===== src/rtl/rvga_types.sv =====
// Shared RV-GA pipeline types, plus the write-back requester bundle and the
// default requester count used by the write-back arbiter.
package rvga_types;

  typedef logic [31:0] rvga_word;
  typedef logic [4:0]  rvga_reg;

  typedef struct packed {
    logic     v;
    rvga_reg  rd;
    rvga_word data;
  } rvga_wb_req_t;

  localparam int RVGA_WRITEARB_NUM_REQ = 2;

endpackage


===== src/rtl/rr_arbiter.sv =====
// Find-first-from-pointer arbiter with its rotating pointer.
// With WRITEARB_RR_EN undefined the pointer is tied to 0, giving fixed priority.
module rr_arbiter #(
  parameter int NUM_REQ = 2,
  parameter int PTR_W   = $clog2(NUM_REQ)
) (
  input  logic               clk,
  input  logic               rst,
  input  logic [NUM_REQ-1:0] req,
  output logic [NUM_REQ-1:0] grant,
  output logic [PTR_W-1:0]   grant_idx,
  output logic               grant_v
);

  logic [PTR_W-1:0] ptr;

  // Two passes: first look at indices at or above the pointer, then wrap to
  // the ones below it; no modular arithmetic is needed for odd NUM_REQ.
  always_comb begin
    grant     = '0;
    grant_idx = '0;
    grant_v   = 1'b0;
    for (int i = 0; i < NUM_REQ; i++) begin
      if (!grant_v && req[i] && (i >= int'(ptr))) begin
        grant_v   = 1'b1;
        grant_idx = PTR_W'(i);
        grant[i]  = 1'b1;
      end
    end
    for (int i = 0; i < NUM_REQ; i++) begin
      if (!grant_v && req[i]) begin
        grant_v   = 1'b1;
        grant_idx = PTR_W'(i);
        grant[i]  = 1'b1;
      end
    end
  end

`ifdef WRITEARB_RR_EN
  localparam logic [PTR_W-1:0] LAST_IDX = PTR_W'(NUM_REQ - 1);

  always_ff @(posedge clk) begin
    if (rst) begin
      ptr <= '0;
    end else if (grant_v) begin
      ptr <= (grant_idx == LAST_IDX) ? '0 : grant_idx + 1'b1;
    end
  end
`else
  logic unused_clk_rst;
  assign unused_clk_rst = clk ^ rst;
  assign ptr = '0;
`endif

endmodule


===== src/rtl/writeback_arbiter.sv =====
// Shares the register-file write port between NUM_REQ producers and registers
// the winning write. Define WRITEARB_RR_EN for round-robin, else fixed priority.
module writeback_arbiter
  import rvga_types::*;
#(
  parameter int NUM_REQ = RVGA_WRITEARB_NUM_REQ,
  parameter int PTR_W   = $clog2(NUM_REQ)
) (
  input  logic                    clk,
  input  logic                    rst,
  input  logic [NUM_REQ-1:0]      writearb_req_v,
  input  rvga_reg  [NUM_REQ-1:0]  writearb_req_rd,
  input  rvga_word [NUM_REQ-1:0]  writearb_req_data,
  output logic [NUM_REQ-1:0]      writearb_req_ready,
  input  logic                    rfetch_writearb_stall,
  output logic                    writeback_rfetch_rd_w_v,
  output rvga_reg                 writeback_rfetch_rd,
  output rvga_word                writeback_rfetch_rd_data,
  output logic                    writearb_busy
);

  rvga_wb_req_t [NUM_REQ-1:0] reqs;
  rvga_wb_req_t               sel;
  logic [NUM_REQ-1:0]         eligible;
  logic [NUM_REQ-1:0]         grant;
  logic [PTR_W-1:0]           grant_idx;
  logic                       grant_v;
  logic                       xfer;

  always_comb begin
    reqs = '0;
    for (int i = 0; i < NUM_REQ; i++) begin
      reqs[i].v    = writearb_req_v[i];
      reqs[i].rd   = writearb_req_rd[i];
      reqs[i].data = writearb_req_data[i];
    end
  end

  // Reset and stall both hide every request from the arbiter, so the pointer
  // cannot move and no ready bit can rise.
  assign eligible = writearb_req_v & {NUM_REQ{~(rfetch_writearb_stall | rst)}};

  rr_arbiter #(
    .NUM_REQ (NUM_REQ),
    .PTR_W   (PTR_W)
  ) u_rr_arbiter (
    .clk       (clk),
    .rst       (rst),
    .req       (eligible),
    .grant     (grant),
    .grant_idx (grant_idx),
    .grant_v   (grant_v)
  );

  assign writearb_req_ready = grant;
  assign sel  = reqs[grant_idx];
  assign xfer = grant_v & sel.v;

  // A granted x0 request still loads rd/data but never raises the write enable.
  always_ff @(posedge clk) begin
    if (rst) begin
      writeback_rfetch_rd_w_v  <= 1'b0;
      writeback_rfetch_rd      <= '0;
      writeback_rfetch_rd_data <= '0;
      writearb_busy            <= 1'b0;
    end else begin
      writearb_busy <= |(writearb_req_v & ~grant);
      if (xfer) begin
        writeback_rfetch_rd_w_v  <= (sel.rd != '0);
        writeback_rfetch_rd      <= sel.rd;
        writeback_rfetch_rd_data <= sel.data;
      end else begin
        writeback_rfetch_rd_w_v  <= 1'b0;
      end
    end
  end

endmodule

===== config.mk =====
export PLATFORM = sky130hd
export DESIGN_NAME = writeback_arbiter
export DESIGN_NICKNAME = d
export VERILOG_FILES = /design/src/rtl/rvga_types.sv /design/src/rtl/rr_arbiter.sv /design/src/rtl/writeback_arbiter.sv
export SDC_FILE = /design/constraint.sdc
export NUM_CORES = 1
export LEC_CHECK = 0
export ABC_AREA = 1
export BUFFER_PORTS_ARGS = -buffer_cell sky130_fd_sc_hd__buf_2
export CORE_UTILIZATION = 46
export CTS_CLUSTER_DIAMETER = 40
export CTS_CLUSTER_SIZE = 12
export DETAILED_ROUTE_END_ITERATION = 8
export GPL_TIMING_DRIVEN = 1
export PLACE_DENSITY = 0.87
export SLEW_MARGIN = 20
export SYNTH_ARGS = -nofsm -noshare
export SYNTH_HDL_FRONTEND = slang
export SYNTH_HIERARCHICAL = 1
export SYNTH_SLANG_ARGS = --single-unit

===== constraint.sdc =====
create_clock -name clk -period 3.75 [get_ports clk]
set_input_delay 0.375 -clock clk [delete_from_list [all_inputs] [get_ports clk]]
set_output_delay 0.375 -clock clk [all_outputs]
set_load 0.05 [all_outputs]

==> run metrics, run 1 <==
outcome finished clean; top post-synthesis cells by count 123 x nand2_1, 78 x nor2_1, 39 x dfxtp_1; GR Util All Layers 22.3%; Logic pwr share between 20 and 30%; Synth Flop Type dfxtp_1; number of stages on the worst setup path 12; unrepaired setup endpoints after global routing false; Pre-Repair DR Iteration Count 4; crit path cell chain buf_2 > nor3_1 > inv_1 > nor2_2 > buf_4 > inv_2 > nand2_2 > inv_2 > nor2_4 > nand2_1 > nand2_1 > nor2_1; Detail Route Antenna Nets 0; CTS tree built; synthesized flop and latch total 39; crit-path max FO 43; Post-CTS Resized 0; Clock Tree Buf Depth 2; CTS buffer count 5; P_sw around 0.34 mW; initial drt markers 90; Die Area 4400 sq um; Antenna Cells 0; setup skew after layout 0 ps; DIE WIDTH 66.3 um; Final Max Tran Viols 0; crit-path leading delay family simple AND/OR/NAND/NOR gates; RD Place Congestion 0.790; syn nets about 400; most common cell in the netlist nand2_1; via density per instance roughly 4.7; CP bufs+invs 5; initial antenna violation count 0; PnR worst setup slack between 1000 and 1500 ps; area leader, netlist dfxtp_1; root buffer cell clkbuf_8; drt drc 0; final hold vios 0; Critical Path RT 3930 ps; Wirelength per Cell ~10 um; Clock transition at path regs roughly 80 ps; I/O Buffers approximately 120; Final Setup Violations 0; Internal roughly 0.65 mW; switching part of the total power about a third; Worst setup EP type register; # nets final 503; top cells by area, synth dfxtp_1 41%, nand2_1 24%, nor2_1 15%; share of layout cells above drive strength 1 approximately a third; maximum VDD drop approximately 0.27 mV; slowest CP cell nor2_4; CP startpoint kind primary input; clock share of power a little over a quarter; Post-synth EDFFs 0; hold path depth 2; via count ~2200; clk sink count 39; Rows 23; vias in the first global route approximately 1900; worst-margin pin slew slightly below 1000 ps; Seq/Total Area, Yosys 41.0%; Worst Hold Slack between 200 and 300 ps; Max-slew headroom between 30 and 40%; max cap viols 0; worst reg2reg path depth 2; CORE AREA 4000 sq um; Ys Warns 6; Fmax roughly 410 MHz; Die Y approximately 66 um; post-synth top area share 41.0%; first-pass GRT wire length 7680 um; Initial Utilization ~48%; crit-path max cell delay around 700 ps; worst-skew pair later-pin latency around 280 ps; global route overflow 0; asr flop ratio synth 0%; static leakage around 1.5 nW; H-tree levels 2; setup_tns 0 ps; largest net degree at the start of global routing between 40 and 50; Setup Fix Bufs, Post-CTS 0; cts hold-fix bufs 0; DP Wirelength 3450 um; HP Class primary input to register; Setup CP Type primary input to register; cell area after synthesis roughly 1900 sq um; cell count after synthesis around 320; Reg power frac a little under half; Layout Utilization between 60 and 70%; I/O pin cnt 120; crit path DAT between 2000 and 3000 ps; syn avg cell area around 6.0 sq um; area grow syn2layout 35.2%; Total Power 0.993 mW; P per Cell Area between 300 and 400 nW/um^2; fin crit period about 2400 ps; number of library cell types mapped by synthesis 18; period utilization 64.6%; worst slack at placement between 1000 and 1500 ps; Total Wirelength between 4000 and 5000 um
logic make-up (layout without fill, tap and decap cells):
group	after synthesis	count (layout)	synth area share, %
buffers and inverters	35	144	7.76
AND/OR/NAND/NOR	208	208	42.2
AO/OA/AOI/OAI	34	34	9.01
flip-flops	39	39	41.0
worst reg2reg max path: cells and delay by family, from the launching register on:
kind	cells	cell delay, ps
flip-flops	1	350
AND/OR/NAND/NOR	2	190
metal layers:
layer  part of all wire, %  track usage [%]
met1                    44             24.2
met2                    49             41.6
met3                   5.5             5.17
met4                   1.5             8.24
met5                     0                0
registers in the layout, indices dropped and copies added, names as in the netlist:
signal                    count
writeback_rfetch_rd_data     32
writeback_rfetch_rd           5
writearb_busy                 1
writeback_rfetch_rd_w_v       1
path summary, 6_finish.rpt:
kind | start | endpoint | slack (ps)
hold reg to reg | writeback_rfetch_rd_data[25] | writeback_rfetch_rd_data[25] | 480
hold / removal | rst | writearb_busy | 300
setup reg to reg | writeback_rfetch_rd[4] | writeback_rfetch_rd[4] | 3150
setup / recovery | rst | writeback_rfetch_rd[0] | 1330
layout by cell type (no fill, tap or decap), drive strengths merged:
cell type,instances
nor3,2
clkinvlp,1
nor2,79
nand2,124
clkinv,1
and2,1
o22ai,1
dfxtp,39
buf,121
nand3,2
clkbuf,6
inv,15
o21ai,33
layout make-up:
class	count	area, sq um
Fill cell	387	1430
Clock inverter	2	12.5
Inverter	15	56.3
Clock buffer	6	72.6
Sequential cell	39	781
Multi-Input combinational cell	242	977
Timing Repair Buffer	121	611
Tap cell	50	62.6
per-stage QoR:
| step | instance area (sq um) | std cells |
|---|---|---|
| final | 2570 | 475 |
| after global routing | 2570 | 475 |
| after CTS | 2570 | 475 |
| after detailed placement | 2490 | 467 |
| after global placement | 2490 | 467 |
| after floorplan | 1900 | 316 |
power by group through the flow:
stage | Combinational, mW | Sequential [mW] | Clock [mW]
after CTS | 0.271 | 0.453 | 0.280
after global placement | 0.266 | 0.462 | 0
final | 0.270 | 0.453 | 0.270
after detailed placement | 0.270 | 0.463 | 0
after floorplan | 0.0972 | 0.554 | 0
after global routing | 0.297 | 0.456 | 0.294
Power figures use the tool's default switching activity.
==> run 2: changes to the inputs <==
--- a/config.mk
+++ b/config.mk
@@ -7,12 +7,12 @@
 export LEC_CHECK = 0
 export ABC_AREA = 1
 export BUFFER_PORTS_ARGS = -buffer_cell sky130_fd_sc_hd__buf_2
-export CORE_UTILIZATION = 46
+export CORE_UTILIZATION = 42
 export CTS_CLUSTER_DIAMETER = 40
 export CTS_CLUSTER_SIZE = 12
 export DETAILED_ROUTE_END_ITERATION = 8
 export GPL_TIMING_DRIVEN = 1
-export PLACE_DENSITY = 0.87
+export PLACE_DENSITY = 0.8
 export SLEW_MARGIN = 20
 export SYNTH_ARGS = -nofsm -noshare
 export SYNTH_HDL_FRONTEND = slang
==> constraint.sdc (replaced) <==
create_clock -name clk -period 2.25 [get_ports clk]
set_input_delay 0.225 -clock clk [delete_from_list [all_inputs] [get_ports clk]]
set_output_delay 0.225 -clock clk [all_outputs]
set_load 0.05 [all_outputs]
==> run 2 against run 1 <==
Against the previous run: first-iteration DRC count rose by 18%; clock-buffer cell count rose by 2; wire length rose by 1.2%; critical path depth fell by 3; die area rose by 9.2%; critical endpoint is now writeback_rfetch_rd_data[7]; largest cell class unchanged.
==> run metrics, run 2 (synthesized netlist as in run 1, its figures left out) <==
crit-path max FO 20; initial drt markers between 100 and 150; CORE AREA between 4000 and 5000 sq um; Initial Utilization a little over two fifths; CTS buffer count 5; via density per instance around 4.6; Die Area about 4800 sq um; Setup CP Type primary input to register; vias in the first global route approximately 2000; final hold vios 0; DIE WIDTH a little under 70 um; Clock transition at path regs roughly 80 ps; # nets final 509; largest net degree at the start of global routing 39; cts hold-fix bufs 0; Largest Register writeback_rfetch_rd_data; root buffer cell clkbuf_8; Clock Tree Buf Depth 2; DP Wirelength roughly 3600 um; GR Util All Layers 20.8%; Total Wirelength just under 5000 um; CP startpoint kind primary input; Worst setup EP type register; Rows 24; Pre-Repair DR Iteration Count 4; worst-skew pair later-pin latency between 200 and 300 ps; max cap viols 0; Max-slew headroom 71.2%; Critical Path RT 2470 ps; Detail Route Antenna Nets 0; Final Setup Violations 0; Layout Utilization between 60 and 70%; fin crit period about 1700 ps; via count between 2000 and 2500; I/O Buffers roughly 120; clk sink count 39; P per Cell Area approximately 650 nW/um^2; maximum VDD drop 0.312 mV; setup skew after layout 0 ps; commonest non-fill, non-tap cells in the layout 123 x nand2_1, 119 x buf_2, 77 x nor2_1, 39 x dfxtp_1, 27 x o21ai_0; period utilization roughly three quarters; unrepaired setup endpoints after global routing false; first-pass GRT wire length roughly 8000 um; Fmax between 600 and 700 MHz; register area roughly 780 sq um; drt drc 0; Antenna Cells 0; initial antenna violation count 0; Setup Fix Bufs, Post-CTS 0; Post-CTS Resized 0; fill count 421; static leakage roughly 1.5 nW; I/O pin cnt 120; worst-margin pin slew around 430 ps; RD Place Congestion between 0.8 and 0.9; outcome finished clean; H-tree levels 2; area grow syn2layout 38.5%; Final Max Tran Viols 0; Total Power 1.72 mW; area of the multi-input gates between 900 and 1000 sq um; crit path DAT roughly 1900 ps; Worst Hold Slack 135 ps; commonest non-fill, non-tap cell in the layout nand2_1; largest registers writeback_rfetch_rd_data (32), writeback_rfetch_rd (5); CTS tree built; setup_tns 0 ps; share of layout cells above drive strength 1 between 30% and 40%; max reg flops 32; Wirelength per Cell slightly below 10 um; global route overflow 0; HP Class primary input to register; Die Y 69.3 um
## run 2: changes by cell type in the layout (fill, tap and decap cells not counted)
| cell | delta |
|---|---|
| buf_4 | +6 |
| clkbuf_8 | +2 |
| clkinv_2 | -1 |
| clkinvlp_4 | -1 |
## run 2: final timing paths
path	start	to	slack [ps]	depth (start not counted)
hold / removal	rst	writearb_busy	140	2
setup reg to reg	writeback_rfetch_rd_data[8]	writeback_rfetch_rd_data[8]	1670	2
hold reg to reg	writeback_rfetch_rd_data[12]	writeback_rfetch_rd_data[12]	480	2
setup / recovery	rst	writeback_rfetch_rd_data[7]	580	9
## run 2: final cells by class
| type | count | share of cell area (%) |
|---|---|---|
| Multi-Input combinational cell | 242 | 37.1 |
| Sequential cell | 39 | 29.6 |
| Timing Repair Buffer | 127 | 24.9 |
| Clock buffer | 8 | 3.80 |
| Tap cell | 52 | 2.47 |
| Inverter | 15 | 2.14 |
## run 2: worst max-delay path, cell delays in order
cell and delay, ps:
buf_2 120, nor3_1 390, nor2_2 120, nand2_1 120, nand2_1 90, nor2_4 350, buf_4 290, nor2_1 60
nor2_1 110
## run 2: per-layer routing
layer / routed length (um) / track usage (%)
met5: 0 / 0
met1: 2120 / 24.1
met4: 180 / 11.8
met2: 2220 / 35.5
met3: 284 / 4.36
## run 2: where the power goes
group | internal [mW] | switching (mW)
combinational | 0.145 | 0.311
sequential | 0.734 | 0.0197
clock | 0.280 | 0.227
total | 1.16 | 0.558
## run 2: metrics by stage
step                instance area, sq um  instances  setup WS, ps
floorplan                           1900        316           750
global placement                    2530        475           376
detailed placement                  2530        475           272
CTS                                 2640        483           565
global route                        2640        483           364
finish                              2640        483           584
==> run 3: changes to the inputs <==
==> constraint.sdc (replaced) <==
create_clock -name clk -period 1.6 [get_ports clk]
set_input_delay 0.16 -clock clk [delete_from_list [all_inputs] [get_ports clk]]
set_output_delay 0.16 -clock clk [all_outputs]
set_load 0.05 [all_outputs]
==> run 3 against run 2 <==
Against the previous run: power increased by 37%; sequential share of layout area decreased by 0.53 points; cell area increased by 1.8%; non-clock buffer count increased by 5; combinational power increased by 44%; clock-buffer cell count decreased by 2; clock skew unchanged; critical path depth decreased by 2; die area unchanged; first-iteration DRC count decreased by 17%; highest routed layer unchanged.
==> run metrics, run 3 (synthesized netlist as in run 1, its figures left out) <==
outcome finished clean; number of stages on the worst setup path 7; Pre-Repair DR Iteration Count 4; largest registers writeback_rfetch_rd_data (32), writeback_rfetch_rd (5); Die Area 4800 sq um; slowest CP cell buf_2; first-pass GRT wire length between 7000 and 8000 um; Total Power 2.35 mW; Total Wirelength around 4600 um; fin area approximately 2700 sq um; hold path depth 2; static leakage about 1.5 nW; vias in the first global route between 1500 and 2000; period utilization 83.2%; Clock Tree Buf Depth 2; worst-margin pin slew roughly 320 ps; HP Class primary input to register; Rows 24; worst-skew pair later-pin latency between 200 and 300 ps; worst reg2reg path depth 2; Worst Hold Slack just under 80 ps; drt drc 0; commonest non-fill, non-tap cells in the layout 123 x nand2_1, 119 x buf_2, 77 x nor2_1, 39 x dfxtp_1, 27 x o21ai_0; Post-CTS Resized 0; WL met2 2250 um; commonest non-fill, non-tap cell in the layout nand2_1; via density per instance 4.45; top layer in use met4; share of layout cells above drive strength 1 around a third; Final Max Tran Viols 0; Antenna Cells 0; crit-path max cell delay 260 ps; clk sink count 39; root buffer cell clkbuf_8; fin crit period between 1000 and 1500 ps; max cap viols 0; H-tree levels 2; area grow syn2layout 41.0%; Wirelength per Cell between 9 and 10 um; crit path cell chain buf_2 > inv_1 > nor3_1 > buf_4 > nor2_2 > buf_4 > buf_2; fill count approximately 430; Final Setup Violations 0; global route overflow 0; max reg flops 32; # nets final between 500 and 600; Placed Area ~2600 sq um; R2R setup slack 1020 ps; Setup Fix Bufs, Post-CTS 0; Critical Path RT around 1400 ps; Max-slew headroom about four fifths; CTS tree built; Fmax ~750 MHz; via count 2174; cts hold-fix bufs 0; crit path DAT around 1200 ps; Setup CP Type primary input to output port; Initial Utilization 43.7%; RD Place Congestion about 0.80; largest net degree at the start of global routing 39; Clock transition at path regs roughly 70 ps; DP Wirelength about 3600 um; Worst setup EP type output port; Die Y just under 70 um; setup_tns 0 ps; initial drt markers 88; setup skew after layout 0 ps; P per Cell Area 876 nW/um^2; DIE WIDTH 69.3 um; unrepaired setup endpoints after global routing false; Routed met3 length 238 um; Largest Register writeback_rfetch_rd_data; CORE AREA around 4400 sq um; Layout Utilization 61.6%; crit-path leading delay family buffers and inverters; I/O Buffers 119; GR Util All Layers between 20% and 30%; maximum VDD drop around 0.39 mV; CP startpoint kind primary input; final hold vios 0; initial antenna violation count 0; CTS buffer count 5; CP bufs+invs 5; Post-Route M1 WL ~2100 um; I/O pin cnt 120; Detail Route Antenna Nets 0; crit-path max FO 8
[run 3: through the flow]
step | setup slack (ps) | instances
floorplan | 165 | 316
global route | 160 | 488
global placement | 81.0 | 480
detailed placement | 19.7 | 480
CTS | 269 | 488
finish | 269 | 488
[run 3: cell type report]
class	count	area, sq um	share of cell area [%]
Multi-Input combinational cell	242	977	36.4
Tap cell	52	65.1	2.43
Sequential cell	39	781	29.1
Clock inverter	2	12.5	0.466
Inverter	15	56.3	2.10
Timing Repair Buffer	132	718	26.8
Clock buffer	6	72.6	2.71
[run 3: metal layers]
layer / vias up / GRT usage [%]
li1: 1195 / -
met3: 5 / 4.07
met1: 904 / 23.7
met4: 0 / 6.80
met2: 70 / 36.0
met5: - / 0
[run 3: power breakdown]
part	internal, mW	switching [mW]	total (mW)
clock	0.304	0.330	0.634
sequential	1.03	0.0269	1.06
combinational	0.218	0.439	0.657
[run 3: path summary, 6_finish.rpt]
check | start | end
worst max-delay path | writearb_req_v[0] | writearb_req_ready[1]
worst max register to register | writeback_rfetch_rd_data[0] | writeback_rfetch_rd_data[0]
worst min-delay path | rst | writearb_busy
worst min register to register | writeback_rfetch_rd_data[7] | writeback_rfetch_rd_data[7]
